$ cat src/rtl/prod_accum_pkg.sv
// Shared widths, FSM state type and width helper for the 4x3 product accumulator.
package prod_accum_pkg;

  localparam int unsigned A_W = 4;
  localparam int unsigned B_W = 3;
  localparam int unsigned P_W = 7;

  typedef enum logic [1:0] {
    StIdle  = 2'd0,
    StAccum = 2'd1,
    StHold  = 2'd2
  } state_e;

  function automatic int unsigned clog2(input int unsigned value);
    int unsigned res;
    res = 0;
    while ((32'd1 << res) < value) begin
      res = res + 1;
    end
    return res;
  endfunction

endpackage

$ cat src/rtl/prod_accum_4x3_if.sv
// Operand input stream, frame result output stream and busy status for prod_accum_4x3.
interface prod_accum_4x3_if
  import prod_accum_pkg::*;
#(
  parameter int unsigned ACC_W = 10,
  parameter int unsigned CNT_W = 3
) ();

  logic             in_valid;
  logic             in_ready;
  logic [A_W-1:0]   in_a;
  logic [B_W-1:0]   in_b;
  logic             in_last;
  logic             out_valid;
  logic             out_ready;
  logic [ACC_W-1:0] out_sum;
  logic [CNT_W-1:0] out_count;
  logic             busy;

  modport slave (
    input  in_valid, in_a, in_b, in_last, out_ready,
    output in_ready, out_valid, out_sum, out_count, busy
  );

  modport master (
    output in_valid, in_a, in_b, in_last, out_ready,
    input  in_ready, out_valid, out_sum, out_count, busy
  );

endinterface

$ cat src/rtl/multiplier_4x3.sv
// Combinational unsigned 4b x 3b multiplier producing a 7b product.
module multiplier_4x3
  import prod_accum_pkg::*;
(
  input  logic [A_W-1:0] i_a,
  input  logic [B_W-1:0] i_b,
  output logic [P_W-1:0] o_p
);

  assign o_p = P_W'(i_a) * P_W'(i_b);

endmodule

$ cat src/rtl/prod_accum_4x3.sv
// Frame accumulator: registers operand pairs, multiplies them and sums products per frame,
// presenting the frame sum and beat count on a held valid/ready output.
module prod_accum_4x3
  import prod_accum_pkg::*;
#(
  parameter int unsigned FRAME_LEN = 4,
  parameter int unsigned ACC_W     = 10,
  parameter int unsigned CNT_W     = 3
) (
  input  logic             clk,
  input  logic             rst,
  prod_accum_4x3_if.slave  bus
);

  if (ACC_W < P_W + clog2(FRAME_LEN)) begin : g_acc_w_chk
    $error("ACC_W too narrow for FRAME_LEN");
  end
  if (FRAME_LEN < 1 || FRAME_LEN >= (64'd1 << CNT_W)) begin : g_cnt_w_chk
    $error("CNT_W cannot hold FRAME_LEN");
  end

  state_e           r_state;
  logic [A_W-1:0]   r_a;
  logic [B_W-1:0]   r_b;
  logic             r_v;
  logic             r_final;
  logic             r_last_pending;
  logic [CNT_W-1:0] r_cnt;
  logic [ACC_W-1:0] r_acc;
  logic             r_out_valid;
  logic [ACC_W-1:0] r_out_sum;
  logic [CNT_W-1:0] r_out_count;

  logic             w_in_ready;
  logic             w_accept;
  logic             w_final;
  logic [CNT_W-1:0] w_cnt_inc;
  logic [P_W-1:0]   w_prod;
  logic [ACC_W-1:0] w_prod_ext;
  logic [ACC_W-1:0] w_acc_sum;

  multiplier_4x3 u_mul (
    .i_a (r_a),
    .i_b (r_b),
    .o_p (w_prod)
  );

  assign w_in_ready = (r_state != StHold) && !r_last_pending;
  assign w_accept   = bus.in_valid && w_in_ready;
  assign w_cnt_inc  = r_cnt + CNT_W'(1);
  assign w_final    = bus.in_last || (w_cnt_inc == CNT_W'(FRAME_LEN));
  assign w_prod_ext = {{(ACC_W - P_W){1'b0}}, w_prod};
  assign w_acc_sum  = r_acc + w_prod_ext;

  always_ff @(posedge clk) begin
    if (rst) begin
      r_state        <= StIdle;
      r_a            <= '0;
      r_b            <= '0;
      r_v            <= 1'b0;
      r_final        <= 1'b0;
      r_last_pending <= 1'b0;
      r_cnt          <= '0;
      r_acc          <= '0;
      r_out_valid    <= 1'b0;
      r_out_sum      <= '0;
      r_out_count    <= '0;
    end else begin
      // Stage 1: capture the accepted beat and count it.
      r_v <= w_accept;
      if (w_accept) begin
        r_a     <= bus.in_a;
        r_b     <= bus.in_b;
        r_final <= w_final;
        r_cnt   <= w_cnt_inc;
        if (w_final) begin
          r_last_pending <= 1'b1;
        end
      end

      // Stage 2: fold the product in; the final beat publishes and clears the frame.
      if (r_v) begin
        if (r_final) begin
          r_out_sum      <= w_acc_sum;
          r_out_count    <= r_cnt;
          r_out_valid    <= 1'b1;
          r_acc          <= '0;
          r_cnt          <= '0;
          r_last_pending <= 1'b0;
        end else begin
          r_acc <= w_acc_sum;
        end
      end

      unique case (r_state)
        StIdle: begin
          if (w_accept) begin
            r_state <= StAccum;
          end
        end
        StAccum: begin
          if (r_v && r_final) begin
            r_state <= StHold;
          end
        end
        StHold: begin
          if (bus.out_ready) begin
            r_state     <= StIdle;
            r_out_valid <= 1'b0;
          end
        end
        default: r_state <= StIdle;
      endcase
    end
  end

  assign bus.in_ready  = w_in_ready;
  assign bus.out_valid = r_out_valid;
  assign bus.out_sum   = r_out_sum;
  assign bus.out_count = r_out_count;
  assign bus.busy      = (r_state != StIdle) || r_v;

endmodule
$ cat src/flat_wrapper.sv
// flat-port wrapper written by rule: the top's interface ports become plain ports
module prod_accum_4x3_flat import prod_accum_pkg::*;
#(
  parameter int unsigned FRAME_LEN = 4,
  parameter int unsigned ACC_W     = 10,
  parameter int unsigned CNT_W     = 3
)
  (clk, rst, bus_in_valid, bus_in_a, bus_in_b, bus_in_last, bus_out_ready, bus_in_ready, bus_out_valid, bus_out_sum, bus_out_count, bus_busy);
  prod_accum_4x3_if #(.ACC_W(ACC_W), .CNT_W(CNT_W)) bus_i ();
  input  logic clk;
  input  logic rst;
  input wire logic [$bits(bus_i.in_valid)-1:0] bus_in_valid;
  input wire logic [$bits(bus_i.in_a)-1:0] bus_in_a;
  input wire logic [$bits(bus_i.in_b)-1:0] bus_in_b;
  input wire logic [$bits(bus_i.in_last)-1:0] bus_in_last;
  input wire logic [$bits(bus_i.out_ready)-1:0] bus_out_ready;
  output wire logic [$bits(bus_i.in_ready)-1:0] bus_in_ready;
  output wire logic [$bits(bus_i.out_valid)-1:0] bus_out_valid;
  output wire logic [$bits(bus_i.out_sum)-1:0] bus_out_sum;
  output wire logic [$bits(bus_i.out_count)-1:0] bus_out_count;
  output wire logic [$bits(bus_i.busy)-1:0] bus_busy;
  assign bus_i.in_valid = bus_in_valid;
  assign bus_i.in_a = bus_in_a;
  assign bus_i.in_b = bus_in_b;
  assign bus_i.in_last = bus_in_last;
  assign bus_i.out_ready = bus_out_ready;
  assign bus_in_ready = bus_i.in_ready;
  assign bus_out_valid = bus_i.out_valid;
  assign bus_out_sum = bus_i.out_sum;
  assign bus_out_count = bus_i.out_count;
  assign bus_busy = bus_i.busy;
  prod_accum_4x3 #(.FRAME_LEN(FRAME_LEN), .ACC_W(ACC_W), .CNT_W(CNT_W)) u_core (.clk(clk), .rst(rst), .bus(bus_i));
endmodule
$ cat config.mk
export PLATFORM = sky130hd
export DESIGN_NAME = prod_accum_4x3_flat
export DESIGN_NICKNAME = d
export VERILOG_FILES = /design/src/rtl/prod_accum_pkg.sv /design/src/rtl/prod_accum_4x3_if.sv /design/src/rtl/multiplier_4x3.sv /design/src/rtl/prod_accum_4x3.sv /design/src/flat_wrapper.sv
export SDC_FILE = /design/constraint.sdc
export NUM_CORES = 1
export LEC_CHECK = 0
export ABC_AREA = 1
export CAP_MARGIN = 20
export CORE_ASPECT_RATIO = 1.4
export CORE_MARGIN = 5
export CORE_UTILIZATION = 33
export CTS_CLUSTER_SIZE = 12
export DETAILED_ROUTE_END_ITERATION = 12
export DONT_BUFFER_PORTS = 1
export SLEW_MARGIN = 20
export SYNTH_ARGS = -nofsm -noshare
export SYNTH_HDL_FRONTEND = slang
export SYNTH_SLANG_ARGS = --single-unit
$ cat constraint.sdc
create_clock -name clk -period 5.78 [get_ports clk]
set_clock_uncertainty 0.05 [all_clocks]
set_input_delay 1.156 -clock clk [delete_from_list [all_inputs] [get_ports clk]]
set_output_delay 1.156 -clock clk [all_outputs]
set_load 0.005 [all_outputs]
==> flow_summary_export.csv <==
group,metric,value,unit
synthesis,synth_area,0.002079,mm^2
sta,setup-violations-final,0,
worst_setup_path,worst-r2r-setup-slack,2900,ps
routing,drt_iter0_drc,45,
grt,grt_pass1_wl,7431,um
die,die_w,77.09,um
clocking,clkLatencyLatePin,300,ps
clocking,postCtsResizedCells,0,
synthesis,yosys.area.top_type,"dfxtp_1",
routing,drc_errors,0,
cells_and_area,final_common_cell,"nand2_1",
sta,max_slew_margin,66.98,%
routing,wl_per_cell,12.29,um
cells_and_area,nNetsFinal,303,
sta,finalWorstSetupSlack,2896,ps
synthesis,ys_seq_area_share,37.55,%
grt,antenna_found_initial,0,
clocking,clockRootBuffer,"clkbuf_8",
placement,io_buffers,0,
worst_setup_path,max_stage_delay,540,ps
die,die_h,103.9,um
routing,routed_wl,4239,um
placement,place_congestion,0.8053,
worst_setup_path,arrival,3070,ps
die,initial_utilization,33.71,%
worst_setup_path,crit_type,"register to register",
grt,grt_max_degree,25,
power_and_ir_drop,leakage,1.101,nW
routing,firstDrtPassIters,6,
synthesis,synthDominantCellAreaShare,37.55,%
cells_and_area,insertedDiodeCount,0,
die,fp-row-count,34,
die,ios,28,
clocking,cts_hold_buf,0,
routing,antenna_left,0,
cells_and_area,drive_gt1_share,8.059,%
clocking,cts_tree,"done",
grt,overflow,0,
clocking,clkSlewWorstSetupHoldPaths,80,ps
sta,rsz0062_at_grt,"no",
worst_setup_path,path_max_fanout,5,
synthesis,syn-num-nets,302,
sta,hold_violations,0,
worst_hold_path,hold_class,"register to register",
synthesis,yosysWarnings,0,
routing,vias,1635,
status,outcome,"finished, final reports clean",
worst_hold_path,min-delay-start,"u_core.r_acc[4]",
worst_setup_path,timing.rr.start,"u_core.r_b[2]",
clocking,htree_levels,2,
worst_setup_path,cp-start-kind,"register",
clocking,cts.sinks,39,
cells_and_area,syn_to_final_growth,8.063,%
sta,slew_violations,0,
clocking,post_cts_buffers,0,
cells_and_area,final_cell_mix,"nand2_1 (84), inv_1 (41), dfxtp_1 (39)",
placement,dp_hpwl,3218,um
sta,min_period,2884,ps
die,core_area,0.006168,mm^2
worst_setup_path,end_kind,"register",
sta,tns,0,ps
clocking,cts.path.max_buffers,2,
worst_setup_path,r2r_end,"u_core.r_acc[9]",
sta,finalCritPeriodShare,49.89,%
power_and_ir_drop,p_per_area,250.8,mW/mm^2
worst_setup_path,crit_chain,"nand2_1 -> fa_1 -> inv_1 -> fa_1 -> inv_1 -> fa_1 -> inv_1 -> nand2_1 -> nand2_1 -> nand3_1 -> nand2_1 -> nand2_1 -> nand2_1 -> nand2_1 -> a21oi_2",
power_and_ir_drop,ir_drop,0.0001076,V
worst_hold_path,worstHoldEndpoint,"u_core.r_acc[4]",
worst_hold_path,min_path_cells,2,
die,dieArea,0.008012,mm^2
worst_setup_path,crit_path_top_delay_cell,"fa_1",
sta,fmax,346.8,MHz
worst_setup_path,reg2reg_depth,15,
worst_setup_path,cp_common_cell,"nand2_1",
clocking,cts_made_buffers,5,
synthesis,ys_types,34,
routing,vias_per_cell,4.739,
placement,pre_cts_slack,2889,ps
worst_setup_path,crit_required,5970,ps
grt,track_usage,11.34,%
synthesis,synth.avg_cell_area,7.673,um^2
synthesis,ys_seq_elements,39,
grt,grt_pass1_vias,1617,
synthesis,synth.area.top_cells,"dfxtp_1 (38%), nand2_1 (15%), inv_1 (7.4%)",
flow_run,drv_cap,0,
synthesis,syn_inst,271,
sta,worst_pin_slew,494.7,ps
## cells in the mapped netlist (all sizes together)
master / count
nor2: 14
a21oi: 22
clkbuf: 1
or2: 4
nand2: 87
a211oi: 2
clkinv: 1
a21boi: 1
o21a: 1
a22o: 1
a21o: 1
inv: 43
ha: 12
xnor2: 1
buf: 5
nand4: 1
o21ai: 8
a2bb2oi: 1
fa: 7
dfxtp: 39
nand3b: 5
a32o: 1
nand3: 13
## cell type report
cell class / instances / area [um^2]
clock buffer: 6 / 82.58
tap: 72 / 90.09
inverter: 44 / 166.4
fill: 622 / 3921
sequential: 39 / 780.7
clock inverter: 2 / 35.03
multi-input combinational: 182 / 1092
## flip-flops by register name, summed over array words and instances, names as in the netlist
signal,count
u_core.bus.out_sum,10
u_core.r_acc,10
u_core.r_a,4
u_core.bus.out_count,3
u_core.r_b,3
u_core.r_cnt,3
u_core.r_state,2
u_core.bus.out_valid,1
u_core.r_final,1
u_core.r_last_pending,1
u_core.r_v,1
## worst max path at each step
stage / from / slack, ps / cells past startpoint / end
2_1_floorplan: u_core.r_b[2] / 3050 / 12 / u_core.bus.out_sum[5]
3_3_place_gp: u_core.r_b[2] / 2950 / 15 / u_core.r_acc[9]
3_5_place_dp: u_core.r_b[1] / 2890 / 15 / u_core.r_acc[9]
4_1_cts: u_core.r_b[1] / 2870 / 15 / u_core.r_acc[9]
5_1_grt: u_core.r_b[2] / 2560 / 13 / u_core.r_acc[5]
6_report: u_core.r_b[2] / 2900 / 15 / u_core.r_acc[9]
## cells by family (layout without fill, tap and decap cells)
kind of cell               count (synthesis)  in the layout  synth area share (%)
and+or+nand+nor                          124            124                 27.38
buffers and inverters                     50             52                 9.927
DFF                                       39             39                 37.55
AOI/OAI and AO/OA                         38             38                 10.77
adders and majority gates                 19             19                 13.96
xor gates and xnor gates                   1              1                0.4213
## worst max-delay path, delay by kind of cell, from the launching register on
kind / cells / cell delay (ps)
AND/OR/NAND/NOR: 8 / 620
buffers and inverters: 3 / 180
adder cells (fa/ha/maj): 3 / 1460
flip-flops: 1 / 390
AO/OA/AOI/OAI: 1 / 110
## per-stage QoR
step | instance area, um^2 | util [%] | power, mW | instances | hold WS (ps)
global placement | 2130 | 34.52 | 0.3297 | 337 | 401.8
floorplan | 2079 | - | 0.3260 | 271 | 391.3
finish | 2247 | 36.43 | 0.5635 | 345 | 413.2
CTS | 2247 | 36.43 | 0.5718 | 345 | 417.7
global route | 2247 | 36.43 | 0.5875 | 345 | 437.2
detailed placement | 2130 | 34.52 | 0.3305 | 337 | 406.3
## routing by layer
| metal | GRT usage [%] | wire length, um |
|---|---|---|
| met3 | 3.120 | 194 |
| met1 | 13.24 | 1832 |
| met4 | 4.914 | 90 |
| met5 | 0 | 0 |
| met2 | 19.20 | 2121 |
## report_power, final
part / switching, mW / internal, mW / total, mW
registers: 0.00773 / 0.277 / 0.285
logic: 0.0251 / 0.0138 / 0.0389
clock network: 0.100 / 0.140 / 0.240
total: 0.133 / 0.431 / 0.564
(Power assumes the default switching activity.)
